**config.mk**
```make
export PLATFORM = sky130hd
export DESIGN_NAME = channel_pixel_writer_flat
export DESIGN_NICKNAME = d
export VERILOG_FILES = /design/src/rtl/image_pkg.sv /design/src/rtl/channel_pixel_writer_if.sv /design/src/rtl/pixel_pack8.sv /design/src/rtl/channel_pixel_writer.sv /design/src/flat_wrapper.sv
export SDC_FILE = /design/constraint.sdc
export NUM_CORES = 1
export LEC_CHECK = 0
export CAP_MARGIN = 25
export CORE_ASPECT_RATIO = 1.75
export CORE_MARGIN = 2
export CORE_UTILIZATION = 46
export DETAILED_ROUTE_END_ITERATION = 10
export PLACE_DENSITY = 0.75
export SLEW_MARGIN = 20
export SYNTH_ARGS = -nofsm -noshare
export SYNTH_HDL_FRONTEND = slang
export SYNTH_SLANG_ARGS = --single-unit
```
**constraint.sdc**
```tcl
create_clock -name clk_FPGA -period 2.23 [get_ports clk_FPGA]
set_input_delay 0.446 -clock clk_FPGA [delete_from_list [all_inputs] [get_ports clk_FPGA]]
set_output_delay 0.446 -clock clk_FPGA [all_outputs]
set_load 0.05 [all_outputs]
```
**src/rtl/image_pkg.sv**
```systemverilog
// Shared definitions for the image memory fill and display paths.
//
// Contents:
//   channel_t          colour channel select (RED, GREEN, BLUE; 2'b11 is invalid)
//   writer_state_t     channel_pixel_writer FSM states
//   *_REGION_BASE      word address of each channel's region in the image memory
//   WORDS_PER_CHANNEL  64-bit words holding one 256x256 channel
package image_pkg;

    localparam int IMG_W_DEFAULT     = 256;
    localparam int IMG_H_DEFAULT     = 256;
    localparam int MEM_ADDR_W        = 16;
    localparam int PIX_PER_WORD      = 8;
    localparam int WORDS_PER_CHANNEL = IMG_W_DEFAULT * IMG_H_DEFAULT / PIX_PER_WORD;

    localparam int RED_REGION_BASE   = 24576;
    localparam int GREEN_REGION_BASE = 32768;
    localparam int BLUE_REGION_BASE  = 40960;

    typedef enum logic [1:0] {
        RED   = 2'd0,
        GREEN = 2'd1,
        BLUE  = 2'd2
    } channel_t;

    typedef enum logic [1:0] {
        IDLE  = 2'd0,
        FILL  = 2'd1,
        WRITE = 2'd2,
        DONE  = 2'd3
    } writer_state_t;

endpackage

```
**src/rtl/channel_pixel_writer_if.sv**
```systemverilog
// Pixel stream in and memory port A out of channel_pixel_writer.
//
// Signals:
//   pix_in/pix_valid/pix_ready  8-bit ready/valid pixel stream
//   addressA/dataA/wrenA        word write port into the image memory
// Modports:
//   master  producer / memory side (drives pixels, observes writes)
//   slave   the writer
interface channel_pixel_writer_if
    import image_pkg::*;
#(
    parameter int ADDR_W = MEM_ADDR_W
) ();

    logic [7:0]        pix_in;
    logic              pix_valid;
    logic              pix_ready;
    logic [ADDR_W-1:0] addressA;
    logic [63:0]       dataA;
    logic              wrenA;

    modport master (
        output pix_in, pix_valid,
        input  pix_ready, addressA, dataA, wrenA
    );

    modport slave (
        input  pix_in, pix_valid,
        output pix_ready, addressA, dataA, wrenA
    );

endinterface

```
**src/rtl/pixel_pack8.sv**
```systemverilog
// Packs eight 8-bit pixels into one 64-bit word, first pixel in [63:56].
//
// Ports:
//   clk_FPGA   clock
//   rst        synchronous active-high reset
//   clr        drop the partial word and restart the count
//   load       shift din in (ignored once full)
//   din        pixel byte
//   word_next  word as it will be after shifting din in this cycle
//   cnt        pixels held, modulo 8
//   full       eight pixels held
module pixel_pack8
    import image_pkg::*;
(
    input  logic        clk_FPGA,
    input  logic        rst,
    input  logic        clr,
    input  logic        load,
    input  logic [7:0]  din,
    output logic [63:0] word_next,
    output logic [2:0]  cnt,
    output logic        full
);

    logic [63:0] word_q;
    logic [3:0]  cnt_q;

    // The writer needs the word including the 8th pixel on the same edge
    // that accepts it, so the shifted value is exposed combinationally.
    assign word_next = {word_q[55:0], din};
    assign cnt       = cnt_q[2:0];
    assign full      = cnt_q[3];

    always_ff @(posedge clk_FPGA) begin
        if (rst || clr) begin
            word_q <= '0;
            cnt_q  <= '0;
        end else if (load && !full) begin
            word_q <= word_next;
            cnt_q  <= cnt_q + 4'd1;
        end
    end

endmodule

```
**src/rtl/channel_pixel_writer.sv**
```systemverilog
// Fills one colour channel of the shared image memory from a pixel stream.
// Eight pixels are packed per 64-bit word and written to port A at
// region base + word index; a frame is IMG_W*IMG_H/8 words.
//
// Ports:
//   clk_FPGA  clock
//   rst       synchronous active-high reset
//   start     one-cycle frame request (accepted only in IDLE, channel != 2'b11)
//   channel   00 red, 01 green, 10 blue, 11 invalid
//   bus       pixel stream in, memory port A out (slave modport)
//   busy      frame in progress (FILL/WRITE)
//   done      one-cycle pulse after the last word is written
//   checksum  pixel sum of the last frame, 0 when the feature is not built
//
// Build option: CHANNEL_WRITER_CHECKSUM_EN builds the pixel-sum accumulator.
//
// state | meaning
// IDLE  | waiting for a valid start
// FILL  | accepting pixels into the packer
// WRITE | one-cycle write of the packed word
// DONE  | done pulse, then back to IDLE
module channel_pixel_writer
    import image_pkg::*;
#(
    parameter int IMG_W      = IMG_W_DEFAULT,
    parameter int IMG_H      = IMG_H_DEFAULT,
    parameter int ADDR_W     = MEM_ADDR_W,
    parameter int RED_BASE   = RED_REGION_BASE,
    parameter int GREEN_BASE = GREEN_REGION_BASE,
    parameter int BLUE_BASE  = BLUE_REGION_BASE
) (
    input  logic                   clk_FPGA,
    input  logic                   rst,
    input  logic                   start,
    input  logic [1:0]             channel,
    channel_pixel_writer_if.slave  bus,
    output logic                   busy,
    output logic                   done,
    output logic [23:0]            checksum
);

    localparam int WORDS  = IMG_W * IMG_H / PIX_PER_WORD;
    localparam int WIDX_W = $clog2(WORDS);

    writer_state_t     state, next_state;
    logic [ADDR_W-1:0] base_q, base_sel;
    logic [WIDX_W-1:0] word_idx;
    logic              pix_ready_q;
    logic              wren_q;
    logic [ADDR_W-1:0] addr_q;
    logic [63:0]       data_q;

    logic              start_ok;
    logic              pack_load;
    logic              pack_clr;
    logic [63:0]       pack_next;
    logic [2:0]        byte_cnt;
    logic              pack_full;
    logic              last_word;

    assign bus.pix_ready = pix_ready_q;
    assign bus.wrenA     = wren_q;
    assign bus.addressA  = addr_q;
    assign bus.dataA     = data_q;

    assign last_word = (word_idx == WIDX_W'(WORDS - 1));

    always_comb begin
        base_sel = ADDR_W'(RED_BASE);
        case (channel)
            GREEN:   base_sel = ADDR_W'(GREEN_BASE);
            BLUE:    base_sel = ADDR_W'(BLUE_BASE);
            default: base_sel = ADDR_W'(RED_BASE);
        endcase
    end

    pixel_pack8 u_pack (
        .clk_FPGA  (clk_FPGA),
        .rst       (rst),
        .clr       (pack_clr),
        .load      (pack_load),
        .din       (bus.pix_in),
        .word_next (pack_next),
        .cnt       (byte_cnt),
        .full      (pack_full)
    );

    always_comb begin
        next_state = state;
        start_ok   = 1'b0;
        pack_load  = 1'b0;
        pack_clr   = 1'b0;
        case (state)
            IDLE: begin
                if (start && channel != 2'b11) begin
                    start_ok   = 1'b1;
                    pack_clr   = 1'b1;
                    next_state = FILL;
                end
            end
            FILL: begin
                if (bus.pix_valid && pix_ready_q) begin
                    pack_load = 1'b1;
                    if (byte_cnt == 3'd7) begin
                        next_state = WRITE;
                    end
                end
            end
            WRITE: begin
                pack_clr   = pack_full;
                next_state = last_word ? DONE : FILL;
            end
            DONE: begin
                next_state = IDLE;
            end
            default: next_state = IDLE;
        endcase
    end

    // Outputs are registered from next_state so they line up with the state
    // they describe rather than lagging it by a cycle.
    always_ff @(posedge clk_FPGA) begin
        if (rst) begin
            state       <= IDLE;
            base_q      <= '0;
            word_idx    <= '0;
            pix_ready_q <= 1'b0;
            wren_q      <= 1'b0;
            addr_q      <= '0;
            data_q      <= '0;
            busy        <= 1'b0;
            done        <= 1'b0;
        end else begin
            state       <= next_state;
            pix_ready_q <= (next_state == FILL);
            wren_q      <= (next_state == WRITE);
            busy        <= (next_state == FILL) || (next_state == WRITE);
            done        <= (next_state == DONE);
            if (start_ok) begin
                base_q   <= base_sel;
                word_idx <= '0;
            end else if (state == WRITE && next_state == FILL) begin
                word_idx <= word_idx + 1'b1;
            end
            if (next_state == WRITE) begin
                addr_q <= base_q + ADDR_W'(word_idx);
                data_q <= pack_next;
            end
        end
    end

`ifdef CHANNEL_WRITER_CHECKSUM_EN
    logic [23:0] acc;

    always_ff @(posedge clk_FPGA) begin
        if (rst) begin
            acc      <= '0;
            checksum <= '0;
        end else begin
            if (start_ok) begin
                acc <= '0;
            end else if (pack_load) begin
                acc <= acc + {16'd0, bus.pix_in};
            end
            // acc already holds the last pixel by the time WRITE hands over
            if (next_state == DONE) begin
                checksum <= acc;
            end
        end
    end
`else
    assign checksum = '0;
`endif

endmodule

```
**src/flat_wrapper.sv**
```systemverilog
// flat-port wrapper written by rule: the top's interface ports become plain ports
module channel_pixel_writer_flat import image_pkg::*;
#(
    parameter int IMG_W      = IMG_W_DEFAULT,
    parameter int IMG_H      = IMG_H_DEFAULT,
    parameter int ADDR_W     = MEM_ADDR_W,
    parameter int RED_BASE   = RED_REGION_BASE,
    parameter int GREEN_BASE = GREEN_REGION_BASE,
    parameter int BLUE_BASE  = BLUE_REGION_BASE
)
  (clk_FPGA, rst, start, channel, busy, done, checksum, bus_pix_in, bus_pix_valid, bus_pix_ready, bus_addressA, bus_dataA, bus_wrenA);
  channel_pixel_writer_if #(.ADDR_W(ADDR_W)) bus_i ();
  input  logic clk_FPGA;
  input  logic rst;
  input  logic start;
  input  logic [1:0] channel;
  output logic busy;
  output logic done;
  output logic [23:0] checksum;
  input wire logic [$bits(bus_i.pix_in)-1:0] bus_pix_in;
  input wire logic [$bits(bus_i.pix_valid)-1:0] bus_pix_valid;
  output wire logic [$bits(bus_i.pix_ready)-1:0] bus_pix_ready;
  output wire logic [$bits(bus_i.addressA)-1:0] bus_addressA;
  output wire logic [$bits(bus_i.dataA)-1:0] bus_dataA;
  output wire logic [$bits(bus_i.wrenA)-1:0] bus_wrenA;
  assign bus_i.pix_in = bus_pix_in;
  assign bus_i.pix_valid = bus_pix_valid;
  assign bus_pix_ready = bus_i.pix_ready;
  assign bus_addressA = bus_i.addressA;
  assign bus_dataA = bus_i.dataA;
  assign bus_wrenA = bus_i.wrenA;
  channel_pixel_writer #(.IMG_W(IMG_W), .IMG_H(IMG_H), .ADDR_W(ADDR_W), .RED_BASE(RED_BASE), .GREEN_BASE(GREEN_BASE), .BLUE_BASE(BLUE_BASE)) u_core (.clk_FPGA(clk_FPGA), .rst(rst), .start(start), .channel(channel), .bus(bus_i), .busy(busy), .done(done), .checksum(checksum));
endmodule
```
==> impl_results.md <==
* Distinct cells, synth at 33
* Final slew viol count at 0
* Post-synth top area cell: dfxtp_1
* Die area at between 10000 and 15000 sq um
* Hold_buf cts at 0
* DP HPWL at roughly 8.7 mm
* Total power at slightly above 6 mW
* Leading cell type by number of instances after synthesis: dfxtp_1
* Final hold vios at 0
* Largest net degree at the start of global routing at 61
* Min-delay src: rst
* # DRC at 0
* CP Class: register to register
* Final Cycle Share at between 90% and 100%
* Gpl congestion at a little over 0.8
* Reg clk slew, reported paths at ~60 ps
* Total Wirelength at ~13 mm
* Clk sinks at approximately 160
* Rows at 55
* First-pass GRT wire length at approximately 22 mm
* Main synth FF type: dfxtp_1
* Hold depth at 2
* Post-synthesis sequential area ratio at a little over half
* Final setup vio count at 0
* Max-cap violations at 0
* Worst path slowest cell: dfxtp_1
* Max H-tree Level at 4
* Yosys reg bits at roughly 160
* Overflow after GRT at 0
* Post-Syn Instances at 661
* Switching Share at between 20% and 30%
* Die Y-Extent at 156 um
* Share of flip-flops with an asynchronous set or reset at 0%
* CP Max Fanout at 29
* DR pass1 iterations at 6
* Ant diodes at 0
* Initial core utilization at approximately 47%
* Psw at about 1.4 mW
* Initial drt markers at 180
* Logic pwr share at 4.9%
* Synth cell count leaders: dfxtp_1, nand2_1, nor2_1, mux2i_1, a21oi_1
* Fin Setup TNS at 0 ps
* Top cell type's share of synthesized area at between 50% and 60%
* Synthesis-to-layout area growth at 30.6%
* Clk pwr share at a little under half
* Setup crit end kind: register
* Syn_area_per_cell at between 9 and 10 sq um
* Setup crit start kind: register
* CP Data Required Time at 2530 ps
* Max Fclk at between 400 and 500 MHz
* Pleak at around 2.8 nW
* PortBufs at a little under 100
* Most used cell, CP: nor2_1
* Clk_skew at 12.6 ps
* Final Util at about 60%
* Layout cells sized above 1 at 10.2%
* Tmin final at ~2200 ps
* Antenna violations before repair at 0
* Slew headroom at 65.2%
* Worst-Skew Late Latency at approximately 420 ps
* Io pins at around 120
* Antenna Nets Post-Route at 0
* Fill count at 1093
* Core area at 12900 sq um
* Worst Hold End: u_core.bus.dataA[20]
* Layout Nets at 785
* Root Driver: clkbuf_16
* Worst path cell trace: ha_1 -> nand4b_1 -> nor2_1 -> a21oi_2 -> buf_4 -> inv_1 -> ha_4 -> buf_12 -> mux2i_1 -> nor2_1
* Internal Power at 4.69 mW
* Via/cell ratio at just under 5
* Status: complete, no violations
* Total track usage at 18.9%
* Flop pwr share at a little under half
* Cts bufs inserted at 17
* Routed length per instance at about 14 um
* Tightest Pin Transition at between 500 and 600 ps
* Vias in the first global route at 4605
* Max incr delay on CP at about 420 ps
* Area of the mapped netlist at 6110 sq um
* PD cells at about 760 nW/um^2
* Max VDD drop at 565 uV
* FF-to-FF End: u_core.bus.dataA[31]
* Synth Warn # at 0
* Post-synth EDFFs at 0
* Die X at between 90 and 100 um
* CTS tree: built
* Arr. time, crit path at ~2500 ps
* Crit Reg-Reg Startpoint: u_core.word_idx[0]
* Largest cells by area after synthesis: dfxtp_1, mux2i_1, nand2_1
* Tightest Hold Check Type: input port to register
* Via total after detailed routing at approximately 4700
* Longest Clk Path Bufs at 2
* Reg2Reg Setup Slack at about 37 ps
* Register-to-Register Path Depth at 10
[per-stage QoR]
stage | setup WS [ps] | instances | instance area (sq um) | hold WS (ps)
4_1_cts | 17.8 | 942 | 7910 | 431
3_5_place_dp | -492 | 910 | 7290 | 455
6_report | 37.1 | 945 | 7990 | 440
3_3_place_gp | -364 | 910 | 7290 | 445
2_1_floorplan | 67.8 | 684 | 6200 | 436
5_1_grt | -61.0 | 945 | 7990 | 448
[worst max-delay path by stage]
stage | start | endpoint
6_report | u_core.word_idx[0] | u_core.bus.dataA[31]
3_3_place_gp | channel[0] | u_core.word_idx[11]
2_1_floorplan | u_core.bus.pix_ready | u_core.word_idx[12]
5_1_grt | u_core.word_idx[0] | u_core.bus.dataA[31]
4_1_cts | u_core.u_pack.cnt_q[0] | u_core.word_idx[9]
3_5_place_dp | channel[0] | u_core.word_idx[9]
[registers in the layout, summed over array words and instances, names as in the netlist]
register	flops
u_core.base_q	3
u_core.bus.wrenA	1
u_core.word_idx	13
u_core.done	1
u_core.bus.addressA	16
u_core.busy	1
u_core.state	2
u_core.u_pack.cnt_q	4
u_core.bus.dataA	64
u_core.u_pack.word_q	56
u_core.bus.pix_ready	1
[power groups by stage]
| stage | clock network, mW | logic, mW | registers, mW |
|---|---|---|---|
| after detailed placement | 0 | 0.286 | 2.98 |
| final | 2.90 | 0.297 | 2.91 |
| after floorplan | 0 | 0.225 | 2.98 |
| after CTS | 2.93 | 0.289 | 2.91 |
| after global routing | 3.06 | 0.315 | 2.91 |
| after global placement | 0 | 0.283 | 2.98 |
[logic make-up (layout without fill, tap and decap cells)]
kind of cell	after synthesis	after routing	share of synthesized area (%)
AOI/OAI and AO/OA	65	65	5.57
xor gates and xnor gates	12	12	1.72
adders and majority gates	9	9	1.84
buffers and inverters	72	162	6.76
DFF	162	162	53.1
muxes	83	83	13.6
other	1	24	0.0614
and+or+nand+nor	257	257	17.4
[layout make-up]
type	instances	area, sq um	share of cell area [%]
inverters	6	22.5	0.282
repair buffers	125	1270	15.9
clock buffers	18	439	5.50
flip-flops and latches	162	3250	40.7
multi-input cells	450	2640	33.1
clock inverters	13	151	1.90
well taps	171	214	2.68
[per-layer routing]
layer  share of wire (%)  GRT usage (%)  wire [um]  up-vias
met5                   0              0          0        -
met4                 2.2           7.94        297        0
met3                 3.7           4.38        499       21
met2                  51           33.2       6860      116
met1                  43           21.9       5760     2230
li1                    -              -          -     2323
[worst max-delay path: cells and delay by family, from the launching register on]
kind,cells,cell delay [ps]
adder cells (fa/ha/maj),2,440
AO/OA/AOI/OAI,1,110
buffers and inverters,3,470
multiplexers,1,230
AND/OR/NAND/NOR,3,390
flip-flops,1,420
[cells in the final DEF, fill, tap and decap left out, types with 2 or more instances in the layout]
| cell type | Yosys | routed |
|---|---|---|
| inv_1 | 6 | 6 |
| dlymetal6s2s_1 | 0 | 2 |
| nor2b_1 | 5 | 4 |
| nand3_1 | 3 | 2 |
| a211oi_1 | 2 | 2 |
| clkinv_2 | 0 | 2 |
| a21oi_1 | 60 | 59 |
| buf_4 | 24 | 22 |
| dfxtp_1 | 162 | 159 |
| nand2_1 | 124 | 124 |
| ha_4 | 0 | 2 |
| clkinv_4 | 0 | 3 |
| inv_6 | 0 | 5 |
| clkdlybuf4s50_1 | 0 | 94 |
| bufinv_16 | 0 | 2 |
| nor3_1 | 5 | 4 |
| buf_12 | 0 | 7 |
| ha_1 | 9 | 5 |
| dfxtp_2 | 0 | 3 |
| xor2_1 | 2 | 2 |
| mux2i_1 | 82 | 82 |
| conb_1 | 1 | 24 |
| ha_2 | 0 | 2 |
| nor3_4 | 0 | 2 |
| nand4b_1 | 2 | 2 |
| clkbuf_16 | 0 | 17 |
| nand4_1 | 3 | 3 |
| nor2_1 | 105 | 105 |
| xnor2_1 | 10 | 10 |
[what timing repair did]
action	4_1_cts	5_1_grt
setup endpoints to repair	2	87
pin swaps	1	7
resized for setup	5	13
buffers inserted	1	3
No activity file was read; power rests on OpenSTA's default activity.
